## src/rtl/cpu_types_pkg.sv

```systemverilog
// Shared CPU/memory types: bus word, RAM handshake state and arbiter FSM state.
// Also holds the cyclic increment used for the round-robin pointer.
package cpu_types_pkg;

   typedef logic [31:0] word_t;

   typedef enum logic [1:0] {
      FREE   = 2'd0,
      BUSY   = 2'd1,
      ACCESS = 2'd2,
      ERROR  = 2'd3
   } ramstate_t;

   typedef enum logic {
      IDLE  = 1'b0,
      GRANT = 1'b1
   } arb_state_t;

   // Explicit wrap so non-power-of-2 requester counts never overflow into a hole.
   function automatic int unsigned rr_next(input int unsigned idx, input int unsigned n);
      return (idx + 1 >= n) ? 0 : idx + 1;
   endfunction

endpackage

```

## src/rtl/rr_picker.sv

```systemverilog
// Combinational round-robin picker: first asserted request at or after ptr,
// found by scanning a doubled request vector rotated down by ptr.
module rr_picker #(
   parameter int N  = 4,
   parameter int IW = 2
) (
   input  logic [N-1:0]  req,
   input  logic [IW-1:0] ptr,
   output logic          valid,
   output logic [IW-1:0] idx
);

   logic [2*N-1:0] dbl;
   logic [2*N-1:0] rot;

   assign dbl = {req, req};
   assign rot = dbl >> ptr;

   always_comb begin
      int unsigned pos;
      valid = 1'b0;
      idx   = '0;
      pos   = 0;
      for (int unsigned i = 0; i < N; i++) begin
         if (!valid && rot[i]) begin
            valid = 1'b1;
            pos   = 32'(ptr) + i;
            if (pos >= N) pos = pos - N;
            idx   = IW'(pos);
         end
      end
   end

endmodule

```

## src/rtl/memory_arbiter.sv

```systemverilog
// Round-robin arbiter giving 2*CPUS cache ports (data/instr per CPU) turns on a
// single-ported RAM; one owner holds the RAM until it reports ACCESS.
module memory_arbiter
   import cpu_types_pkg::*;
#(
   parameter int CPUS = 2,
   parameter int IW   = ($clog2(2 * CPUS) < 1) ? 1 : $clog2(2 * CPUS)
) (
   input  logic              CLK,
   input  logic              nRST,
   input  logic [CPUS-1:0]   iREN,
   input  word_t             iaddr    [CPUS],
   input  logic [CPUS-1:0]   dREN,
   input  logic [CPUS-1:0]   dWEN,
   input  word_t             daddr    [CPUS],
   input  word_t             dstore   [CPUS],
   output logic [CPUS-1:0]   iwait,
   output logic [CPUS-1:0]   dwait,
   output word_t             iload    [CPUS],
   output word_t             dload    [CPUS],
   output logic              ramREN,
   output logic              ramWEN,
   output word_t             ramaddr,
   output word_t             ramstore,
   input  word_t             ramload,
   input  ramstate_t         ramstate
);

   localparam int N = 2 * CPUS;

   arb_state_t    state, state_n;
   logic [IW-1:0] owner, owner_n;
   logic [IW-1:0] ptr, ptr_n;

   logic [N-1:0]  req;
   logic          pick_valid;
   logic [IW-1:0] pick_idx;
   logic          owner_active;

   always_comb begin
      for (int unsigned c = 0; c < CPUS; c++) begin
         req[2*c]     = dREN[c] | dWEN[c];
         req[2*c + 1] = iREN[c];
         iload[c]     = ramload;
         dload[c]     = ramload;
      end
   end

   assign owner_active = req[owner];

   rr_picker #(
      .N  (N),
      .IW (IW)
   ) u_picker (
      .req   (req),
      .ptr   (ptr),
      .valid (pick_valid),
      .idx   (pick_idx)
   );

   always_ff @(posedge CLK) begin
      if (!nRST) begin
         state <= IDLE;
         owner <= '0;
         ptr   <= '0;
      end else begin
         state <= state_n;
         owner <= owner_n;
         ptr   <= ptr_n;
      end
   end

   always_comb begin
      state_n  = state;
      owner_n  = owner;
      ptr_n    = ptr;
      ramREN   = 1'b0;
      ramWEN   = 1'b0;
      ramaddr  = '0;
      ramstore = '0;
      iwait    = '1;
      dwait    = '1;

      unique case (state)
         IDLE: begin
            if (pick_valid) begin
               owner_n = pick_idx;
               state_n = GRANT;
            end
         end

         GRANT: begin
            // A dropped request is an abort: release without driving the RAM
            // or pulsing wait, even if the RAM happens to report ACCESS.
            if (!owner_active) begin
               ptr_n   = IW'(rr_next(32'(owner), N));
               state_n = IDLE;
            end else begin
               for (int unsigned c = 0; c < CPUS; c++) begin
                  if (owner == IW'(2 * c)) begin
                     ramaddr  = daddr[c];
                     ramstore = dstore[c];
                     ramWEN   = dWEN[c];
                     ramREN   = dREN[c] & ~dWEN[c];
                     if (ramstate == ACCESS) dwait[c] = 1'b0;
                  end
                  if (owner == IW'(2 * c + 1)) begin
                     ramaddr = iaddr[c];
                     ramREN  = 1'b1;
                     if (ramstate == ACCESS) iwait[c] = 1'b0;
                  end
               end
               if (ramstate == ACCESS) begin
                  ptr_n   = IW'(rr_next(32'(owner), N));
                  state_n = IDLE;
               end
            end
         end

         default: state_n = IDLE;
      endcase
   end

endmodule

```

## config.mk

```make
export PLATFORM = sky130hd
export DESIGN_NAME = memory_arbiter
export DESIGN_NICKNAME = d
export VERILOG_FILES = /design/src/rtl/cpu_types_pkg.sv /design/src/rtl/rr_picker.sv /design/src/rtl/memory_arbiter.sv
export SDC_FILE = /design/constraint.sdc
export NUM_CORES = 1
export LEC_CHECK = 0
export ABC_AREA = 1
export BUFFER_PORTS_ARGS = -buffer_cell sky130_fd_sc_hd__buf_4
export CORE_AREA = 2 2 167 169
export CTS_CLUSTER_SIZE = 40
export DETAILED_ROUTE_END_ITERATION = 10
export DIE_AREA = 0 0 169 171
export HOLD_SLACK_MARGIN = 0.08
export MAX_ROUTING_LAYER = met4
export PLACE_DENSITY = 0.49
export SYNTH_ARGS = -nofsm -noshare
export SYNTH_HDL_FRONTEND = slang
export SYNTH_SLANG_ARGS = --single-unit
export TNS_END_PERCENT = 30
```

## constraint.sdc

```tcl
create_clock -name CLK -period 2.7 [get_ports CLK]
set_input_delay 0.27 -clock CLK [delete_from_list [all_inputs] [get_ports CLK]]
set_output_delay 0.27 -clock CLK [all_outputs]
set_load 0.02 [all_outputs]
```

==> reports/qor.txt, run 1 <==
CTS
------------------------------------------------------------------------
Post-CTS setup buffer count                                            0
H-tree level count                                                     1
CTS root buffer                                             sky130_fd_sc_hd__clkbuf_16
Maximum number of buffers from clock root to sink                      2
Number of buffers created by CTS                                       3
TritonCTS Sinks                                                        5

YOSYS
------------------------------------------------------------------------
Biggest area contributors in the synthesized netlist        sky130_fd_sc_hd__buf_4 (30%), sky130_fd_sc_hd__a21oi_1 (11%), sky130_fd_sc_hd__nor2_1 (8.3%)
Number of enable flip-flop cells after synthesis                       0
Net count of the mapped netlist                                      805
Top-count cell post-synth                                   sky130_fd_sc_hd__buf_4
Post-synth top flop                                         sky130_fd_sc_hd__dfxtp_1
FFs w/ async S/R, synth                                                0
Post-synthesis cell count                                            566
Count of warnings emitted by yosys                                     0
Mean instance size in the synthesized netlist                 5.88 sq um
Largest area contributor in the synthesized netlist         sky130_fd_sc_hd__buf_4
Post-synthesis sequential area ratio                              0.0301
Library cells used by synthesis                                       32
Leading cell types by count after synthesis                 sky130_fd_sc_hd__buf_4 (131), sky130_fd_sc_hd__nor2_1 (74), sky130_fd_sc_hd__a21oi_1 (71)
Flip-flop and latch count after synthesis                              5
Cell area after technology mapping                            3330 sq um
Share of the synthesized area in the top cell type                 0.295

STATUS
------------------------------------------------------------------------
Stage at which the run stopped                              detailed routing
Result of the run                                           stopped before the end
Log Error                                                   [ERROR DRT-0255] Maze Route cannot find path of net ramload[29] in worker of routeBox ( 144900 0 ) ( 169000 48300 ).

GLOBAL ROUTING
------------------------------------------------------------------------
Total routing usage reported by global routing                     0.107
First-pass GRT wire length                                      22800 um
Largest net degree at the start of global routing                     67
Gr ovfl total                                                          0
Initial antenna violation count                                        2
Via count of the first global-routing pass                          3911

DIE
------------------------------------------------------------------------
Vertical extent of the die                                        171 um
Site Rows                                                             61
Number of primary I/O pins                                           432
Initial core utilization                                           0.122
Die width                                                         169 um

PLACE
------------------------------------------------------------------------
Detailed-placement wirelength estimate                          12700 um
Final RePlAce weighted congestion                                  0.757
Port buffer count                                                    271

TIMING
------------------------------------------------------------------------
Worst EP kind                                                output port
Pin ending the worst setup path after global-route repair     ramaddr[1]

[metal layers]
metal	GRT usage
met1	0.131
met2	0.167
met3	0.0243
met4	0.0487
met5	-
[stage by stage]
| stage | hold slack [ns] | setup slack, ns | util | instances | cell area (sq um) |
|---|---|---|---|---|---|
| after floorplan | 0.396 | 0.745 | - | 566 | 3330 |
| after CTS | 0.309 | 0.0560 | 0.176 | 1032 | 4810 |
| after global placement | 0.514 | 0.326 | 0.173 | 1028 | 4730 |
| after global routing | 0.302 | 0.0599 | 0.177 | 1033 | 4820 |
| after detailed placement | 0.515 | 0.305 | 0.173 | 1028 | 4730 |
[cells by family after synthesis]
kind of cell,after synthesis,synth area share
AND/OR/NAND/NOR,161,0.201
XOR/XNOR,1,0.00263
buffers and inverters,216,0.415
flip-flops,5,0.0301
AO/OA/AOI/OAI,178,0.333
adder cells (fa/ha/maj),5,0.0188
[repair_timing]
item                       4_1_cts  5_1_grt
setup endpoints to repair        0        2
resized for setup                0        2
hold buffers                     0        0
==> inputs of run 2 (changes only) <==
--- a/config.mk
+++ b/config.mk
@@ -7,13 +7,10 @@
 export LEC_CHECK = 0
 export ABC_AREA = 1
 export BUFFER_PORTS_ARGS = -buffer_cell sky130_fd_sc_hd__buf_4
-export CORE_AREA = 2 2 167 169
-export CTS_CLUSTER_SIZE = 40
+export CORE_AREA = 2 2 170 172
 export DETAILED_ROUTE_END_ITERATION = 10
-export DIE_AREA = 0 0 169 171
-export HOLD_SLACK_MARGIN = 0.08
-export MAX_ROUTING_LAYER = met4
-export PLACE_DENSITY = 0.49
+export DIE_AREA = 0 0 172 174
+export PLACE_DENSITY_LB_ADDON = 0.15
 export SYNTH_ARGS = -nofsm -noshare
 export SYNTH_HDL_FRONTEND = slang
 export SYNTH_SLANG_ARGS = --single-unit
==> run 2 against run 1 <==
Against the previous run:
- global-route usage increased by 0.14 points
- synthesized area is the same
- the flow now finishes without violations
- synthesized cell count unchanged
==> reports/qor.txt, run 2 <==
CTS
-------------------------------------------------------------------------------
TritonCTS clock tree                                                       done
TritonCTS Sinks                                                               5   unchanged
CTS root buffer                                                    sky130_fd_sc_hd__clkbuf_16   unchanged
Number of buffers created by CTS                                              3   unchanged
Post-CTS setup buffer count                                                   0   unchanged
Clock transition at the registers of the reported paths                 0.03 ns
Maximum number of buffers from clock root to sink                             2   unchanged
H-tree level count                                                            1   unchanged
Later-pin clock latency in the skew report                              0.23 ns

DRT
-------------------------------------------------------------------------------
Detailed-routing iteration count for the pre-antenna-repair pass              4
Vias                                                                       3940
Per-cell routed wire length                                             15.9 um
DRC violation count after routing                                             0
Initial detailed-routing violation count                                    169
Final antenna-violating net count                                             0
DR vias/cell                                                               3.67
Overall routed net length                                              17100 um

WORST SETUP PATH
-------------------------------------------------------------------------------
Startpoint class of the critical path                                      flop
Req. time, crit path                                                    2.43 ns
Crit path largest cell delay                                            0.38 ns
Setup Crit Path Kind                                               flop to primary output
Largest fanout on the critical path                                          33
Max stage delay cell, worst path                                   sky130_fd_sc_hd__buf_4
Cell repeated most along the worst path                            sky130_fd_sc_hd__buf_4
Arrival time at the worst endpoint                                      2.24 ns
Critical Path, Cell by Cell                                        inv_1 > ha_2 > buf_4 > a21oi_1 > o31ai_1 > o21ai_0 > nor2_1 > buf_4
Worst Setup End Kind                                               primary output

TIMING
-------------------------------------------------------------------------------
Setup TNS Final                                                            0 ns
Share of the clock period used by the worst path after layout             0.930
Final count of hold timing violations                                         0
Count of final max-slew check failures                                        0
Setup skew after layout                                              0.00135 ns
Relative max-transition margin                                            0.434
Worst Tran Pin Value                                                   0.848 ns
Min cycle time layout                                                   2.51 ns
Final setup violation count                                                   0
Max Fclk                                                                398 MHz
Setup repair after global routing missed its margin                       false

LAYOUT
-------------------------------------------------------------------------------
Top flop regs                                                      owner x2, ptr x2, state x1
Final #Nets                                                                 931
Number of diodes added for antenna fixing                                     0
Most frequent cells in the layout                                  sky130_fd_sc_hd__buf_4 (283), sky130_fd_sc_hd__nor2_1 (74), sky130_fd_sc_hd__a21oi_1 (71)
Fraction of layout cells with a size suffix above 1                       0.491
Summed area of non-filler cells in the final layout                  4890 sq um
Area overhead of the layout relative to synthesis                         47.0%
Most common library cell in the layout ignoring fill and taps      sky130_fd_sc_hd__buf_4

STATUS
-------------------------------------------------------------------------------
Result of the run                                                  finished clean   was stopped before the end

RUN
-------------------------------------------------------------------------------
Reported max-cap violation count                                              0

POWER AND IR DROP
-------------------------------------------------------------------------------
Cell-internal power                                                    0.991 mW
Power Dens Cells                                                    413 nW/um^2
Max rail drop VDD                                                        131 uV
Switching share of total power                                            0.509
Static Leakage                                                          2.40 nW
Comb pwr share                                                            0.823
Sequential fraction of design power                                       0.055
Clock network power share                                                 0.123
Switching power                                                         1.03 mW

YOSYS
-------------------------------------------------------------------------------
Post-synthesis sequential area ratio                                     0.0301   unchanged
Flip-flop and latch count after synthesis                                     5   unchanged
Net count of the mapped netlist                                             805   unchanged
Count of warnings emitted by yosys                                            0   unchanged
Number of enable flip-flop cells after synthesis                              0   unchanged
Mean instance size in the synthesized netlist                        5.88 sq um   unchanged
Cell area after technology mapping                                   3330 sq um   unchanged
FFs w/ async S/R, synth                                                       0   unchanged
Largest area contributor in the synthesized netlist                sky130_fd_sc_hd__buf_4   unchanged
Share of the synthesized area in the top cell type                        0.295   unchanged
Library cells used by synthesis                                              32   unchanged
Biggest area contributors in the synthesized netlist               sky130_fd_sc_hd__buf_4 (30%), sky130_fd_sc_hd__a21oi_1 (11%), sky130_fd_sc_hd__nor2_1 (8.3%)   unchanged
Post-synthesis cell count                                                   566   unchanged
Top-count cell post-synth                                          sky130_fd_sc_hd__buf_4   unchanged
Post-synth top flop                                                sky130_fd_sc_hd__dfxtp_1   unchanged
Leading cell types by count after synthesis                        sky130_fd_sc_hd__buf_4 (131), sky130_fd_sc_hd__nor2_1 (74), sky130_fd_sc_hd__a21oi_1 (71)   unchanged

PLACE
-------------------------------------------------------------------------------
Final RePlAce weighted congestion                                         0.793   was 0.757
Detailed-placement wirelength estimate                                 14300 um   was 12700 um
Post-placement cell area                                             4790 sq um   was 4730 sq um
Port buffer count                                                           271   unchanged

DIE
-------------------------------------------------------------------------------
Vertical extent of the die                                               174 um   was 171 um
Number of primary I/O pins                                                  432   unchanged
Die width                                                                172 um   was 169 um
Area of the core                                                    28200 sq um
Site Rows                                                                    62   was 61
Initial core utilization                                                  0.118   was 0.122
Die Area                                                            29900 sq um

GLOBAL ROUTING
-------------------------------------------------------------------------------
Total routing usage reported by global routing                            0.108   was 0.107
First-pass GRT wire length                                             24800 um   was 22800 um
Initial antenna violation count                                               1   was 2
Largest net degree at the start of global routing                            39   was 67
Gr ovfl total                                                                 0   unchanged
Via count of the first global-routing pass                                 4135   was 3911

WORST HOLD PATH
-------------------------------------------------------------------------------
Class of the tightest hold or removal check                        input port to flop

run 2: cell counts after synthesis:
Identical to the previous run, type by type.
run 2: power groups by stage:
stage	Sequential [mW]	Combinational (mW)	Clock (mW)
floorplan	0.0973	1.26	0
global route	0.114	1.86	0.260
CTS	0.111	1.69	0.252
finish	0.111	1.66	0.248
detailed placement	0.112	1.68	0
global placement	0.113	1.70	0
run 2: cell families (layout without fill, tap and decap cells):
group	after synthesis	in the layout	share of synthesized area
DFF	5	5	0.0301
and+or+nand+nor	161	161	0.201
buffers and inverters	216	341	0.415
xor gates and xnor gates	1	1	0.00263
AOI/OAI and AO/OA	178	178	0.333
adders and majority gates	5	5	0.0188
run 2: per-layer routing:
metal	wire, um	vias to the layer above	GRT usage
met2	8090	172	0.184
li1	-	1976	-
met1	6630	1712	0.126
met4	880	2	0.0560
met5	20	-	0
met3	1480	78	0.0241
run 2: final timing paths:
| path | startpoint | end | slack [ns] | cells after the start |
|---|---|---|---|---|
| worst max-delay path | owner[1] | ramaddr[2] | 0.19 | 8 |
| worst max register to register | ptr[0] | owner[1] | 1.16 | 9 |
| worst min register to register | state | state | 0.53 | 2 |
| worst min-delay path | nRST | owner[0] | 0.31 | 3 |
run 2: what timing repair did:
item,CTS,global route
setup endpoints to repair,0,15
hold buffers,0,0
hold endpoints to repair,0,0
gates resized for setup,0,5
run 2: area by class of cell:
cell class / count / area (sq um)
Fill cell: 3368 / 23300
Timing Repair Buffer: 285 / 2160
Multi-Input combinational cell: 345 / 1870
Tap cell: 384 / 480
Inverter: 52 / 205
Sequential cell: 5 / 100
Clock buffer: 4 / 78.8
run 2: critical path, delay by kind of cell (launching register included):
| kind | cells | cell delay [ns] |
|---|---|---|
| simple gates | 1 | 0.13 |
| buf+inv | 3 | 0.70 |
| compound gates | 3 | 0.58 |
| flops | 1 | 0.36 |
| fa+ha+maj | 1 | 0.23 |
run 2: per-stage QoR:
step	cells	hold slack, ns	power (mW)	utilization	setup WS [ns]
finish	1075	0.314	2.02	0.173	0.188
global route	1075	0.321	2.23	0.173	0.00531
CTS	1075	0.313	2.05	0.173	0.0508
detailed placement	1071	0.531	1.79	0.170	0.308
global placement	1071	0.536	1.82	0.170	0.292
floorplan	566	0.396	1.35	-	0.745
Power figures use the tool's default switching activity.
